<file path="config.mk">
export PLATFORM = sky130hd
export DESIGN_NAME = alu_instr_sequencer
export DESIGN_NICKNAME = d
export VERILOG_FILES = /design/src/rtl/alu_instr_sequencer.sv
export SDC_FILE = /design/constraint.sdc
export NUM_CORES = 1
export LEC_CHECK = 0
export BUFFER_PORTS_ARGS = -buffer_cell sky130_fd_sc_hd__clkbuf_2
export CORE_MARGIN = 3
export CORE_UTILIZATION = 42
export CTS_CLUSTER_SIZE = 12
export DETAILED_ROUTE_END_ITERATION = 8
export PLACE_DENSITY = 0.76
export SYNTH_ARGS = -nofsm -noshare
export SYNTH_HDL_FRONTEND = slang
export SYNTH_SLANG_ARGS = --single-unit
</file>
<file path="constraint.sdc">
create_clock -name Clock -period 1.8 [get_ports Clock]
set_input_delay 0.18 -clock Clock [delete_from_list [all_inputs] [get_ports Clock]]
set_output_delay 0.18 -clock Clock [all_outputs]
set_load 0.03 [all_outputs]
</file>
<file path="src/rtl/alu_instr_sequencer.sv">
// Fetch/decode/execute strobe sequencer for the DataPath block (register-register ALU ops).
// Define SEQ_SINGLE_STEP_EN to add the step input, which gates every non-IDLE state transition.
module alu_instr_sequencer #(
   parameter int unsigned NUM_REGS = 16,
   parameter int unsigned OP_W     = 4
) (
   input  logic                Clock,
   input  logic                clear,
   input  logic                run,
   input  logic                mem_ready,
`ifdef SEQ_SINGLE_STEP_EN
   input  logic                step,
`endif
   input  logic [31:0]         bus_in,
   output logic                PCout,
   output logic                MARin,
   output logic                IncPC,
   output logic                Zin,
   output logic                Zlowout,
   output logic                Zhighout,
   output logic                PCin,
   output logic                Read,
   output logic                MDRin,
   output logic                MDRout,
   output logic                IRin,
   output logic                Yin,
   output logic                HIin,
   output logic                LOin,
   output logic [NUM_REGS-1:0] Rout,
   output logic [NUM_REGS-1:0] Rin,
   output logic [OP_W-1:0]     operation,
   output logic                busy,
   output logic                done,
   output logic                err
);

   typedef enum logic [3:0] {
      StIdle,
      StT0,
      StT1,
      StT2,
      StT3,
      StT4,
      StT5,
      StT6,
      StDone
   } state_e;

   state_e      state_q, state_d;
   logic [31:15] ir_q;
   logic        err_q;
   logic        adv;

   logic [4:0]  opcode;
   logic [3:0]  ra, rb, rc;
   logic        is_long;
   logic        bad_regs;

   // Only the decoded fields of the instruction word are kept.
   logic        unused_bus;
   assign unused_bus = ^bus_in[14:0];

`ifdef SEQ_SINGLE_STEP_EN
   assign adv = step;
`else
   assign adv = 1'b1;
`endif

   assign opcode  = ir_q[31:27];
   assign ra      = ir_q[26:23];
   assign rb      = ir_q[22:19];
   assign rc      = ir_q[18:15];
   assign is_long = opcode[4];

   // Ra is a don't-care for long ops, which write HI/LO instead of a register.
   assign bad_regs = (32'(rb) >= NUM_REGS) || (32'(rc) >= NUM_REGS) ||
                     (!is_long && (32'(ra) >= NUM_REGS));

   function automatic logic [NUM_REGS-1:0] reg_onehot(input logic [3:0] idx);
      logic [NUM_REGS-1:0] one;
      one = {{(NUM_REGS-1){1'b0}}, 1'b1};
      return (32'(idx) < NUM_REGS) ? (one << idx) : '0;
   endfunction

   // State register
   always_ff @(posedge Clock or negedge clear) begin
      if (!clear) begin
         state_q <= StIdle;
      end else begin
         state_q <= state_d;
      end
   end

   // Next-state logic
   always_comb begin
      state_d = state_q;
      unique case (state_q)
         StIdle: if (run) state_d = StT0;
         StT0:   if (adv) state_d = StT1;
         StT1:   if (adv && mem_ready) state_d = StT2;
         StT2:   if (adv) state_d = StT3;
         StT3:   if (adv) state_d = bad_regs ? StDone : StT4;
         StT4:   if (adv) state_d = StT5;
         StT5:   if (adv) state_d = is_long ? StT6 : StDone;
         StT6:   if (adv) state_d = StDone;
         StDone: if (adv) state_d = run ? StT0 : StIdle;
         default: state_d = StIdle;
      endcase
   end

   // Instruction capture and sticky error flag
   always_ff @(posedge Clock or negedge clear) begin
      if (!clear) begin
         ir_q  <= '0;
         err_q <= 1'b0;
      end else begin
         if (state_q == StT2 && state_d == StT3) begin
            ir_q <= bus_in[31:15];
         end
         if (state_q == StT3 && state_d == StDone) begin
            err_q <= 1'b1;
         end else if (state_d == StT0 && state_q != StT0) begin
            err_q <= 1'b0;
         end
      end
   end

   // Moore output decode
   always_comb begin
      PCout     = 1'b0;
      MARin     = 1'b0;
      IncPC     = 1'b0;
      Zin       = 1'b0;
      Zlowout   = 1'b0;
      Zhighout  = 1'b0;
      PCin      = 1'b0;
      Read      = 1'b0;
      MDRin     = 1'b0;
      MDRout    = 1'b0;
      IRin      = 1'b0;
      Yin       = 1'b0;
      HIin      = 1'b0;
      LOin      = 1'b0;
      Rout      = '0;
      Rin       = '0;
      operation = '0;
      done      = 1'b0;
      unique case (state_q)
         StIdle: ;
         StT0: begin
            PCout = 1'b1;
            MARin = 1'b1;
            IncPC = 1'b1;
            Zin   = 1'b1;
         end
         StT1: begin
            Zlowout = 1'b1;
            PCin    = 1'b1;
            Read    = 1'b1;
            MDRin   = 1'b1;
         end
         StT2: begin
            MDRout = 1'b1;
            IRin   = 1'b1;
         end
         StT3: begin
            Rout = reg_onehot(rb);
            Yin  = 1'b1;
         end
         StT4: begin
            Rout      = reg_onehot(rc);
            operation = OP_W'(opcode[3:0]);
            Zin       = 1'b1;
         end
         StT5: begin
            Zlowout = 1'b1;
            if (is_long) begin
               LOin = 1'b1;
            end else begin
               Rin = reg_onehot(ra);
            end
         end
         StT6: begin
            Zhighout = 1'b1;
            HIin     = 1'b1;
         end
         StDone: done = 1'b1;
         default: ;
      endcase
   end

   assign busy = (state_q != StIdle);
   assign err  = err_q;

endmodule

</file>
# ---- Word level (Yosys, flattened, before mapping)
# Index checks and enable logic that the tools add are counted.
dict set report classes {
  n_eq_ne 12
  shifts 3
  mux 21
  reduce_logical 8
}
# cell n
set op_table {}
lappend op_table {{$shl 1x4->16 const A} 3}
lappend op_table {{$pmux 4 s9} 1}
lappend op_table {{$mux 16} 2}
lappend op_table {{$pmux 16 s2} 1}
lappend op_table {{$eq 4x3->1 const B} 5}
lappend op_table {{$mux 4} 4}
lappend op_table {{$mux 1} 13}
lappend op_table {{$eq 4x1->1 const B} 2}
lappend op_table {{$eq 4x2->1 const B} 2}
lappend op_table {{$eq 4x4->1 const B} 2}
lappend op_table {{$logic_not 4->1} 1}
lappend op_table {{$ne 4x1->1 const B} 1}
lappend op_table {{$reduce_bool 4->1} 1}
lappend op_table {{$reduce_or 2->1} 2}
lappend op_table {{$logic_and 1x1->1} 3}
lappend op_table {{$reduce_bool 2->1} 1}
dict set report totals {
  reg_bits 22
  out_inout_bits 53
  elab_cells 47
}

# ---- Logic depth before layout (Yosys ltp)
dict set report depth {
  depth_word 6
  mapped_depth 5
  depth_no_buf 3
}

# ---- Worst setup path after synthesis
# OpenSTA, ideal clock, no wires.
dict set report synth_timing {
  path_type {reg-to-output}
  startpoint {register state_q[0]}
  endpoint {output port PCin}
  t_arrival_ns 1.808
  t_required_ns 1.620
  path_slack_ns -0.188
  stages_incl_launch_ff 5
  path_buffers 2
  cell_sequence {dfrtp_1 buf_2 nand2b_1 nor3_1 buf_4}
}
dict set report synth_between {
  elab_chain_cells 2
}
# item line_no
set synth_rtl {}
lappend synth_rtl {{start, declared} 49} ;# state_e state_q, state_d;
lappend synth_rtl {{start signal, assigned} 88} ;# state_q <= StIdle;
lappend synth_rtl {{start signal, assigned} 90} ;# state_q <= state_d;
lappend synth_rtl {{$eq 4x2->1} --}
lappend synth_rtl {{$mux 1} --}
lappend synth_rtl {{end, declared} 21} ;# output logic PCin,
# Every way passes these cells.

# ---- Worst setup path in the final report
dict set report layout_timing {
  startpoint {register state_q[1]}
  endpoint {output port Rout[13]}
}
dict set report layout_between {
  elab_chain_cells 2
  word_cells_on_any_way 3
}
# item line_no
set layout_rtl {}
lappend layout_rtl {{$eq 4x3->1} 148} ;# unique case (state_q)
lappend layout_rtl {{$pmux 16 s2 *} 148}
lappend layout_rtl {{end, declared} 29} ;# output logic [NUM_REGS-1:0] Rout,
# Mark *: on every way between the ends. The rest lies on a longest branch, timed or not.

==> flow_summary.ini <==
[placement]
post-place-ws_ps = 46.5
dpl_cell_area_mm2 = 0.00183
gp_congestion = 0.793
portBuffers = 73
detailed_place_hpwl_mm = 2.49

[critical_path]
path_buf_inv = 2
crit_arrival_ps = 1860
cp_slowest_stage_delay_ps = 420
cp_common_cell = buf_4
crit_fanout = 6
critPathRequiredTime_ps = 1620
end_kind = primary output
critPathLaunchType = flop
cp_top_family = flip-flops
worstReg2RegStart = state_q[3]
slowest_stage = dfrtp_1
crit_chain = nor4bb_2, buf_4, mux2_4, nor2_1, buf_4
cp-startpoint = state_q[1]
crit_type = reg2out

[floorplanning]
ios = 89
die-width_um = 64.0
die_area_mm2 = 0.00410
die_h_um = 64.0
std_cell_rows = 20
start_util = 0.452
core_mm2 = 0.00313

[cells_and_area]
drive_gt1_frac = 0.640
area_growth_pct = 68.4
postLayoutCoreUtil = 0.762
register_area_um2 = 551
num-nets-final = 273
final_cell_mix = clkbuf_2 (32), buf_4 (29), nor2_1 (22), dfrtp_1 (22), buf_6 (20)
final_common_cell = clkbuf_2
fin_area_mm2 = 0.00238
diodes = 0
multi_input_area_um2 = 971
fill_cells = 201

[global_routing]
grt_pass1_vias = 1356
grt_pass1_wl_mm = 6.06
globalRouteTotalUtil = 0.185
gr-total-overflow = 0
antenna_found_initial = 0
grt_max_degree = 23

[clocking]
cts_buffer_depth = 2
cts_sinks = 22
clk_pin_slew_ps = 120
clk_latency_ps = 300
root_buffer = clkbuf_4
h-tree-depth = 1
tritoncts = done
cts_buffers = 3

[logic_synthesis]
netlist_instances = 148
synthAdderAreaFrac = 0
synth.yosys.warnings = 0
ys_types = 31
synth_top_family_by_area = simple AND/OR/NAND/NOR gates
synth-xor-area-share = 0
synth-seq-cells = 22
syn_nets = 184
seq_area_frac_synth = 0.389
synth.avg_cell_area_um2 = 9.56
synthSimpleGateAreaFrac = 0.297
synth_mux_area_frac = 0.218
syn-cell-area_mm2 = 0.00142
synth-compound-area-share = 0.0327

[routing]
ant_nets = 0
wl_per_cell_um = 14.8
viasPerCell = 4.94
num_vias = 1384
firstDrtPassIters = 4
met3_length_um = 316
routed_wl_mm = 4.15
drcViolationCount = 0
wl_met1_mm = 1.57
top_layer_used = met4
drt_iter0_drc = 33
met2_length_mm = 2.23

[power]
power.share.clock = 0.079
power_frac_seq = 0.292
peakVddDrop_mv = 0.869
p_sw_frac = 0.465
p_sw_mw = 1.60
p_int_mw = 1.85
combPwrFrac = 0.629
cellLeakagePower_nw = 1.11
p_per_area_mw_per_mm2 = 1450

[sta]
fin_ws_ps = -245
hold_violations = 0
final_max_slew_viol_count = 0
fmax_ghz = 0.489
setup_viol = 37
whs_ps = 67.6
min_period_over_period = 1.14
relSlewSlack = 0.640
rsz0062_at_grt = true
post-route-min-period_ps = 2040
fin_skew_ps = 2.49
tns_ps = -5370
worst_pin_slew_ps = 539

[run_status]
status = finished with violations
violations = negative setup slack

[job]
cap_violations = 0

[worst_hold_path]
hold_path.class = in2reg
hp-start = run
-- area by class of cell --
class                      instances  share of cell area
multi-input combinational        113               0.407
timing repair buffer              96               0.322
sequential                        22               0.231
tap                               44              0.0231
clock buffer                       4              0.0152
inverter                           1             0.00157
-- timing repair --
item / CTS / global route
endpoints found under the hold margin: 22 / 0
buffers inserted: 4 / 9
resized for setup: 47 / 105
hold buffers: 1 / 0
endpoints found under the setup margin: 35 / 43
pin swaps: 9 / 13
-- Yosys cell counts (all sizes together) --
| library cell | count | area (µm²) |
|---|---|---|
| nand2 | 5 | 21.3 |
| nor3 | 10 | 61.3 |
| mux2i | 5 | 50.1 |
| dfrtp | 22 | 551 |
| a221oi | 1 | 8.76 |
| or4 | 1 | 7.51 |
| nor2b | 6 | 37.5 |
| a21oi | 2 | 10.0 |
| o21a | 1 | 7.51 |
| nand3 | 5 | 25.0 |
| mux2 | 20 | 259 |
| and2 | 6 | 37.5 |
| nand3b | 2 | 15.0 |
| nand4b | 1 | 8.76 |
| nand2b | 5 | 31.3 |
| clkbuf | 2 | 7.51 |
| or2 | 1 | 6.26 |
| nor4bb | 1 | 10.0 |
| o21ai | 1 | 5.00 |
| inv | 1 | 3.75 |
| o21bai | 1 | 7.51 |
| a21boi | 1 | 7.51 |
| buf | 10 | 77.6 |
| and4bb | 1 | 12.5 |
| nor3b | 2 | 15.0 |
| nor2 | 35 | 131 |
-- power groups by stage --
stage / clock [mW] / combinational, mW / sequential, mW
2_1_floorplan: 0 / 1.41 / 0.911
3_3_place_gp: 0 / 1.69 / 0.946
4_1_cts: 0.278 / 1.86 / 0.962
5_1_grt: 0.295 / 2.34 / 1.05
3_5_place_dp: 0 / 1.73 / 0.959
6_report: 0.272 / 2.17 / 1.01
-- path summary, 6_finish.rpt --
check                                 to  slack (ps)  cells after the start
max in group asynchronous       ir_q[21]        1070                      2
worst min register to register  ir_q[27]         510                      1
min in group asynchronous       ir_q[16]         370                      2
worst max register to register  ir_q[22]         170                      6
worst min-delay path                 err          70                      2
worst max-delay path            Rout[13]        -240                      5
-- per-stage QoR --
| step | power [mW] | std cells |
|---|---|---|
| global route | 3.68 | 280 |
| global placement | 2.64 | 262 |
| detailed placement | 2.69 | 262 |
| finish | 3.45 | 280 |
| CTS | 3.10 | 271 |
| floorplan | 2.32 | 148 |
-- layer usage --
| metal | global-route usage | vias to the layer above |
|---|---|---|
| li1 | - | 677 |
| met3 | 0.0334 | 4 |
| met1 | 0.218 | 643 |
| met2 | 0.333 | 60 |
| met4 | 0.0647 | 0 |
| met5 | 0 | - |
-- sequential cells by signal, indices dropped and copies added (netlist names) --
| signal | cells |
|---|---|
| err | 1 |
| state_q | 4 |
| ir_q | 17 |
-- cells by family (layout without fill, tap and decap cells) --
| group | Yosys count | in the layout |
|---|---|---|
| compound gates | 7 | 7 |
| buf+inv | 13 | 101 |
| flops | 22 | 22 |
| mux | 25 | 25 |
| simple gates | 81 | 81 |
No activity file was read; power rests on OpenSTA's default activity.
